<file path="src/rtl/imem_loader.sv">
// imem_loader: streams IMEM_SZ pin bytes into imem while holding the core; optional checksum byte under IMEM_LOADER_CHECKSUM_EN
module imem_loader #(
  parameter int IMEM_SZ = 16,
  parameter int INST_W = 8,
  parameter int SYNC_STAGES = 2,
  localparam int AW = $clog2(IMEM_SZ),
  localparam int CW = AW + 1
) (
  input  logic              clk,
  input  logic              rst,
  input  logic              load_req,
  input  logic              strobe_in,
  input  logic [INST_W-1:0] data_in,
  output logic              imem_we,
  output logic [AW-1:0]     imem_waddr,
  output logic [INST_W-1:0] imem_wdata,
  output logic              core_hold,
  output logic              loading,
  output logic              load_done,
  output logic              err
);
`ifdef IMEM_LOADER_CHECKSUM_EN
  typedef enum logic [2:0] {RUN, LOAD, DONE, CHK, ERR} state_t;
  logic [INST_W-1:0] csum, csum_n;
  logic req_prev;
`else
  typedef enum logic [1:0] {RUN, LOAD, DONE} state_t;
`endif
  state_t state, state_n;
  logic [CW-1:0] cnt, cnt_n;
  logic [SYNC_STAGES-1:0] req_sync, stb_sync;
  logic stb_prev, req_s, stb_edge, we_n, done_n;
  assign req_s = req_sync[SYNC_STAGES-1];
  assign stb_edge = stb_sync[SYNC_STAGES-1] & ~stb_prev;
  assign core_hold = state != RUN;
`ifdef IMEM_LOADER_CHECKSUM_EN
  assign loading = state == LOAD || state == CHK;
  assign err = state == ERR;
`else
  assign loading = state == LOAD;
  assign err = 1'b0;
`endif
  // pin synchronizers; the strobe path resets high so a strobe held through reset makes no edge
  always_ff @(posedge clk) begin
    if (rst) begin
      req_sync <= '0;
      stb_sync <= '1;
      stb_prev <= 1'b1;
    end else begin
      req_sync <= {req_sync[SYNC_STAGES-2:0], load_req};
      stb_sync <= {stb_sync[SYNC_STAGES-2:0], strobe_in};
      stb_prev <= stb_sync[SYNC_STAGES-1];
    end
  end
  // next-state logic; a load_req drop wins over a same-cycle strobe edge
  always_comb begin
    state_n = state;
    cnt_n = cnt;
    we_n = 1'b0;
    done_n = 1'b0;
`ifdef IMEM_LOADER_CHECKSUM_EN
    csum_n = csum;
`endif
    case (state)
      RUN: if (req_s) begin
        state_n = LOAD;
        cnt_n = '0;
`ifdef IMEM_LOADER_CHECKSUM_EN
        csum_n = '0;
`endif
      end
      LOAD: if (!req_s) state_n = RUN;
      else if (stb_edge) begin
        we_n = 1'b1;
        cnt_n = cnt + 1'b1;
`ifdef IMEM_LOADER_CHECKSUM_EN
        csum_n = csum ^ data_in;
        if (cnt == CW'(IMEM_SZ - 1)) state_n = CHK;
`else
        if (cnt == CW'(IMEM_SZ - 1)) state_n = DONE;
`endif
      end
      DONE: if (!req_s) begin
        state_n = RUN;
        done_n = 1'b1;
      end
`ifdef IMEM_LOADER_CHECKSUM_EN
      CHK: if (!req_s) state_n = RUN;
      else if (stb_edge) state_n = data_in == csum ? DONE : ERR;
      ERR: if (req_s && !req_prev) begin
        state_n = LOAD;
        cnt_n = '0;
        csum_n = '0;
      end
`endif
      default: state_n = RUN;
    endcase
  end
  // state, counter and registered imem write port
  always_ff @(posedge clk) begin
    if (rst) begin
      state <= RUN;
      cnt <= '0;
      imem_we <= 1'b0;
      imem_waddr <= '0;
      imem_wdata <= '0;
      load_done <= 1'b0;
`ifdef IMEM_LOADER_CHECKSUM_EN
      csum <= '0;
      req_prev <= 1'b0;
`endif
    end else begin
      state <= state_n;
      cnt <= cnt_n;
      imem_we <= we_n;
      load_done <= done_n;
      if (we_n) begin
        imem_waddr <= cnt[AW-1:0];
        imem_wdata <= data_in;
      end
`ifdef IMEM_LOADER_CHECKSUM_EN
      csum <= csum_n;
      req_prev <= req_s;
`endif
    end
  end
endmodule
</file>
<file path="config.mk">
export PLATFORM = sky130hd
export DESIGN_NAME = imem_loader
export DESIGN_NICKNAME = d
export VERILOG_FILES = /design/src/rtl/imem_loader.sv
export SDC_FILE = /design/constraint.sdc
export NUM_CORES = 1
export LEC_CHECK = 0
export ABC_AREA = 1
export ABC_CLOCK_PERIOD_IN_PS = 2700
export CAP_MARGIN = 30
export CORE_MARGIN = 2
export CORE_UTILIZATION = 47
export DETAILED_ROUTE_END_ITERATION = 12
export PLACE_DENSITY = 0.78
export REMOVE_ABC_BUFFERS = 1
export SETUP_SLACK_MARGIN = 0.2
export SYNTH_ARGS = -nofsm -noshare
export SYNTH_HDL_FRONTEND = slang
export SYNTH_SLANG_ARGS = --single-unit
</file>
<file path="constraint.sdc">
create_clock -name clk -period 2.7 [get_ports clk]
set_input_delay 0.54 -clock clk [delete_from_list [all_inputs] [get_ports clk]]
set_output_delay 0.54 -clock clk [all_outputs]
set_load 0.02 [all_outputs]
</file>
# Word-level counts from Yosys, hierarchy flattened
# Cells that the tools add are included.
classes:
  reduce_logical: 6
  mux: 14
  n_eq_ne: 9
  add_sub_neg: 1
  bitwise_logic: 3
op_table:
  columns: ["operator", "count"]
  rows:
  - ["5-bit 2-to-1 mux", 3]
  - ["2-bit 2-to-1 mux", 5]
  - ["5-bit one-hot mux with 2 select lines", 1]
  - ["4-bit AND reduction", 2]
  - ["3-bit by 2-bit != test with 1-bit output (second input constant)", 2]
  - ["2-bit one-hot mux with 3 select lines", 1]
  - ["5-bit by 1-bit adder with 5-bit output (second input constant)", 1]
  - ["5-bit by 4-bit == test with 1-bit output (second input constant)", 1]
  - ["1-bit 2-to-1 mux", 4]
  - ["2-bit by 1-bit != test with 1-bit output (second input constant)", 2]
  - ["2-bit != test (second input constant)", 2]
  - ["2-bit nonzero test", 2]
  - ["2-bit by 1-bit == test with 1-bit output (second input constant)", 1]
  - ["2-bit == test (second input constant)", 1]
  - ["2-bit zero test", 1]
  - ["1-bit inverter", 2]
  - ["2-bit OR reduction", 1]
  - ["1-bit bitwise AND", 1]
word_totals:
  inputBits: 12
  register_bits: 26
  word_cells: 42
  out_inout_bits: 17

# Longest topological paths before layout
depth:
  depth_word: 5
  mapped_depth: 7
  mapped_depth_nobuf: 7

# Worst setup path after synthesis
# No wires, ideal clock.
synth_path:
  path_kind: "register to output"
  start: "reg state[0]"
  end: "out loading"
  setup_slack_ns: 1.485
  path_stages_with_launch: 3
  required_time_ns: 2.160
  arrival_time_ns: 0.675
  n_path_buf: 0
  path_cell_list: "dfxtp_1 -> inv_2 -> nor2_4"
synth_via:
  elab_chain_cells: 1
synth_rtl:
  columns: ["element", "line", "text"]
  rows:
  - ["start, declared", "29", "state_t state, state_n;"]
  - ["start signal, assigned", "113", "state <= state_n;"]
  - ["2-bit by 1-bit == test with 1-bit output", "40", "assign loading = state == LOAD;"]
  - ["end, declared", "18", "output logic loading,"]
# Every way passes these cells.

# Final worst setup path
# Same ends and word-level chain as after synthesis.

==> metrics <==
status=completed; final setup violating endpoints=0; commonest non-fill, non-tap cell in the layout=nor2_1; Port Buf Inserts=27; pwr dens=436 mW/mm^2; WS Path Type=register to output port; post-route cell area=0.00134 mm^2; FMAX=463 MHz; Fill cells=214; Crit Path Max Fanout=5; Internal Power=0.000461 W; LEAKAGE=0.585 nW; Worst EP arrival=1.62 ns; Sw Share=0.211; drt first pass iters=2; setup TNS=0 ns; ratio of final minimum period to clock period=0.800; num ports=29; Setup crit end kind=output port; Synth Cell Area=0.00105 mm^2; most frequent cells in the layout=nor2_1 (34), clkdlybuf4s50_1 (27), dfxtp_1 (26), nand2_1 (10); share of cells above drive strength 1=0.105; post-cts sizing count=0; Hold Violations, Final=0; sequential-to-total area share from yosys stat=0.494; CP delay by family, top=buffers and inverters; CORE AREA=0.00217 mm^2; combinational power share=0.065; sequential share of power=0.671; number of global-route vias before repair=856; Final ANT Viol Nets=0; RSZ-0062 raised after global routing=false; clock slew at reported path FFs=0.12 ns; max-slew violation count=0; largest net degree at the start of global routing=18; net count reported at finish=169; area of the die=0.00264 mm^2; minimum clock period=2.16 ns; Via density=4.79; htree depth=1; clock share of power=0.264; total track usage=0.168; area occupied by multi-input gates=449 um^2; DRC=0; Worst path slowest cell=clkdlybuf4s50_1; register area=520 um^2; CTS sink cnt=26; antenna fix cells=0; GRT Residual Overflow=0; Routed WL=2.01 mm; hold_buf cts=0; die height=51.3 um; worst vdd ir=0.349 mV; cell breakdown of the critical path=inv_2 -> nor2_4 -> clkdlybuf4s50_1; crit path buf inv count=2; final worst slack=0.540 ns; R2R setup slack=1.37 ns; Gate Count Post-Synth=128; CP startpoint kind=register; clock buffer count from CTS=3; dpl ws=0.811 ns; FP Rows=17; post-synthesis register bit count=26; initial antenna violation count=0; Mean Syn Cell Area=8.23 um^2; clk_lat worst skew=0.31 ns; switching power total=0.000123 W; Ys Warns=0; initial detailed-routing violation count=7; Area Growth Syn to Fin=27.1%; Yosys cell types=27; Post-Route Skew=0.00543 ns; chip width=51.3 um; Max Cap Viol=0; routed length per instance=11.1 um; dpl hpwl=1.48 mm; Max stage delay on crit path=0.62 ns; post-CTS setup buffer count=0; root buffer cell=clkbuf_4; Clock Path Buffers=2; CTS tree=done; Initial Utilization=0.486; min-delay worst type=register to register; dpl cell area=0.00132 mm^2; first-pass GRT wire length=3.39 mm; Req. time, crit path=2.16 ns; GP Congestion=0.773; Vias=867
## Yosys cell counts
cell type,instances,area (um^2)
nand3_1,6,30.0
nand2_1,10,37.5
a21oi_2,1,8.76
a21oi_1,5,25.0
nand2_2,1,6.26
nor2_8,1,20.0
nor2_2,2,12.5
nand4_1,1,6.26
nor4_1,1,6.26
ha_1,2,25.0
nor2_1,34,128
conb_1,1,3.75
o21ai_1,8,40.0
buf_6,1,11.3
inv_1,8,30.0
a31oi_1,1,6.26
buf_2,1,5.00
o21ai_0,6,30.0
nor2_4,1,11.3
buf_4,1,7.51
nand3_4,2,35.0
inv_2,3,11.3
clkbuf_1,1,3.75
dfxtp_1,26,521
or2_2,2,12.5
nor3_1,1,5.00
buf_8,1,15.0
## worst paths after layout
check                    from     endpoint  depth (start not counted)
setup / recovery     state[0]      loading                          3
hold / removal    req_sync[0]  req_sync[1]                          2
setup reg to reg       cnt[0]       cnt[4]                          7
hold reg to reg   req_sync[0]  req_sync[1]                          2
## registers in the layout (all words and copies together) (netlist names)
signal      cells
imem_wdata      8
imem_we         1
req_sync        2
imem_waddr      4
stb_prev        1
stb_sync        2
load_done       1
state           2
cnt             5
## through the flow
step	hold WS [ns]	cells	utilization	power (W)
after detailed placement	0.396	178	0.607	0.000438
after global placement	0.392	178	0.607	0.000437
final	0.413	181	0.617	0.000583
after floorplan	0.388	123	-	0.000415
after CTS	0.414	181	0.617	0.000591
after global routing	0.423	181	0.617	0.000609
## power by group through the flow
stage | Sequential [W] | Clock, W | Combinational, W
floorplan | 0.000399 | 0 | 0.0000155
global placement | 0.000400 | 0 | 0.0000374
finish | 0.000391 | 0.000154 | 0.0000379
detailed placement | 0.000400 | 0 | 0.0000380
global route | 0.000392 | 0.000175 | 0.0000420
CTS | 0.000392 | 0.000161 | 0.0000381
## routing by layer
metal | track usage | wire length [um] | up-vias
li1 | - | - | 458
met1 | 0.183 | 880 | 383
met2 | 0.318 | 1010 | 22
met3 | 0.0322 | 90 | 4
met4 | 0.0658 | 29 | 0
met5 | 0 | 0 | -
## layout make-up
| type | count | area share |
|---|---|---|
| timing repair buffer | 27 | 0.202 |
| sequential | 26 | 0.389 |
| clock buffer | 3 | 0.0168 |
| inverter | 11 | 0.0308 |
| tap | 28 | 0.0262 |
| multi-input combinational | 86 | 0.336 |
## logic make-up (layout without fill, tap and decap cells)
family	count (synthesis)	in the layout	synth area share
buffers and inverters	16	41	0.0796
and+or+nand+nor	62	62	0.295
other	1	1	0.00356
DFF	26	26	0.494
AOI/OAI and AO/OA	21	21	0.105
adders and majority gates	2	2	0.0237
## worst reg2reg max path, stage by stage (launching register included)
cell	delay (ns)
dfxtp_1	0.44
ha_1	0.19
nand2_1	0.07
nor2_1	0.10
ha_1	0.23
nor2_1	0.12
nor2_1	0.06
nor2_1	0.08
Power figures use the tool's default switching activity.
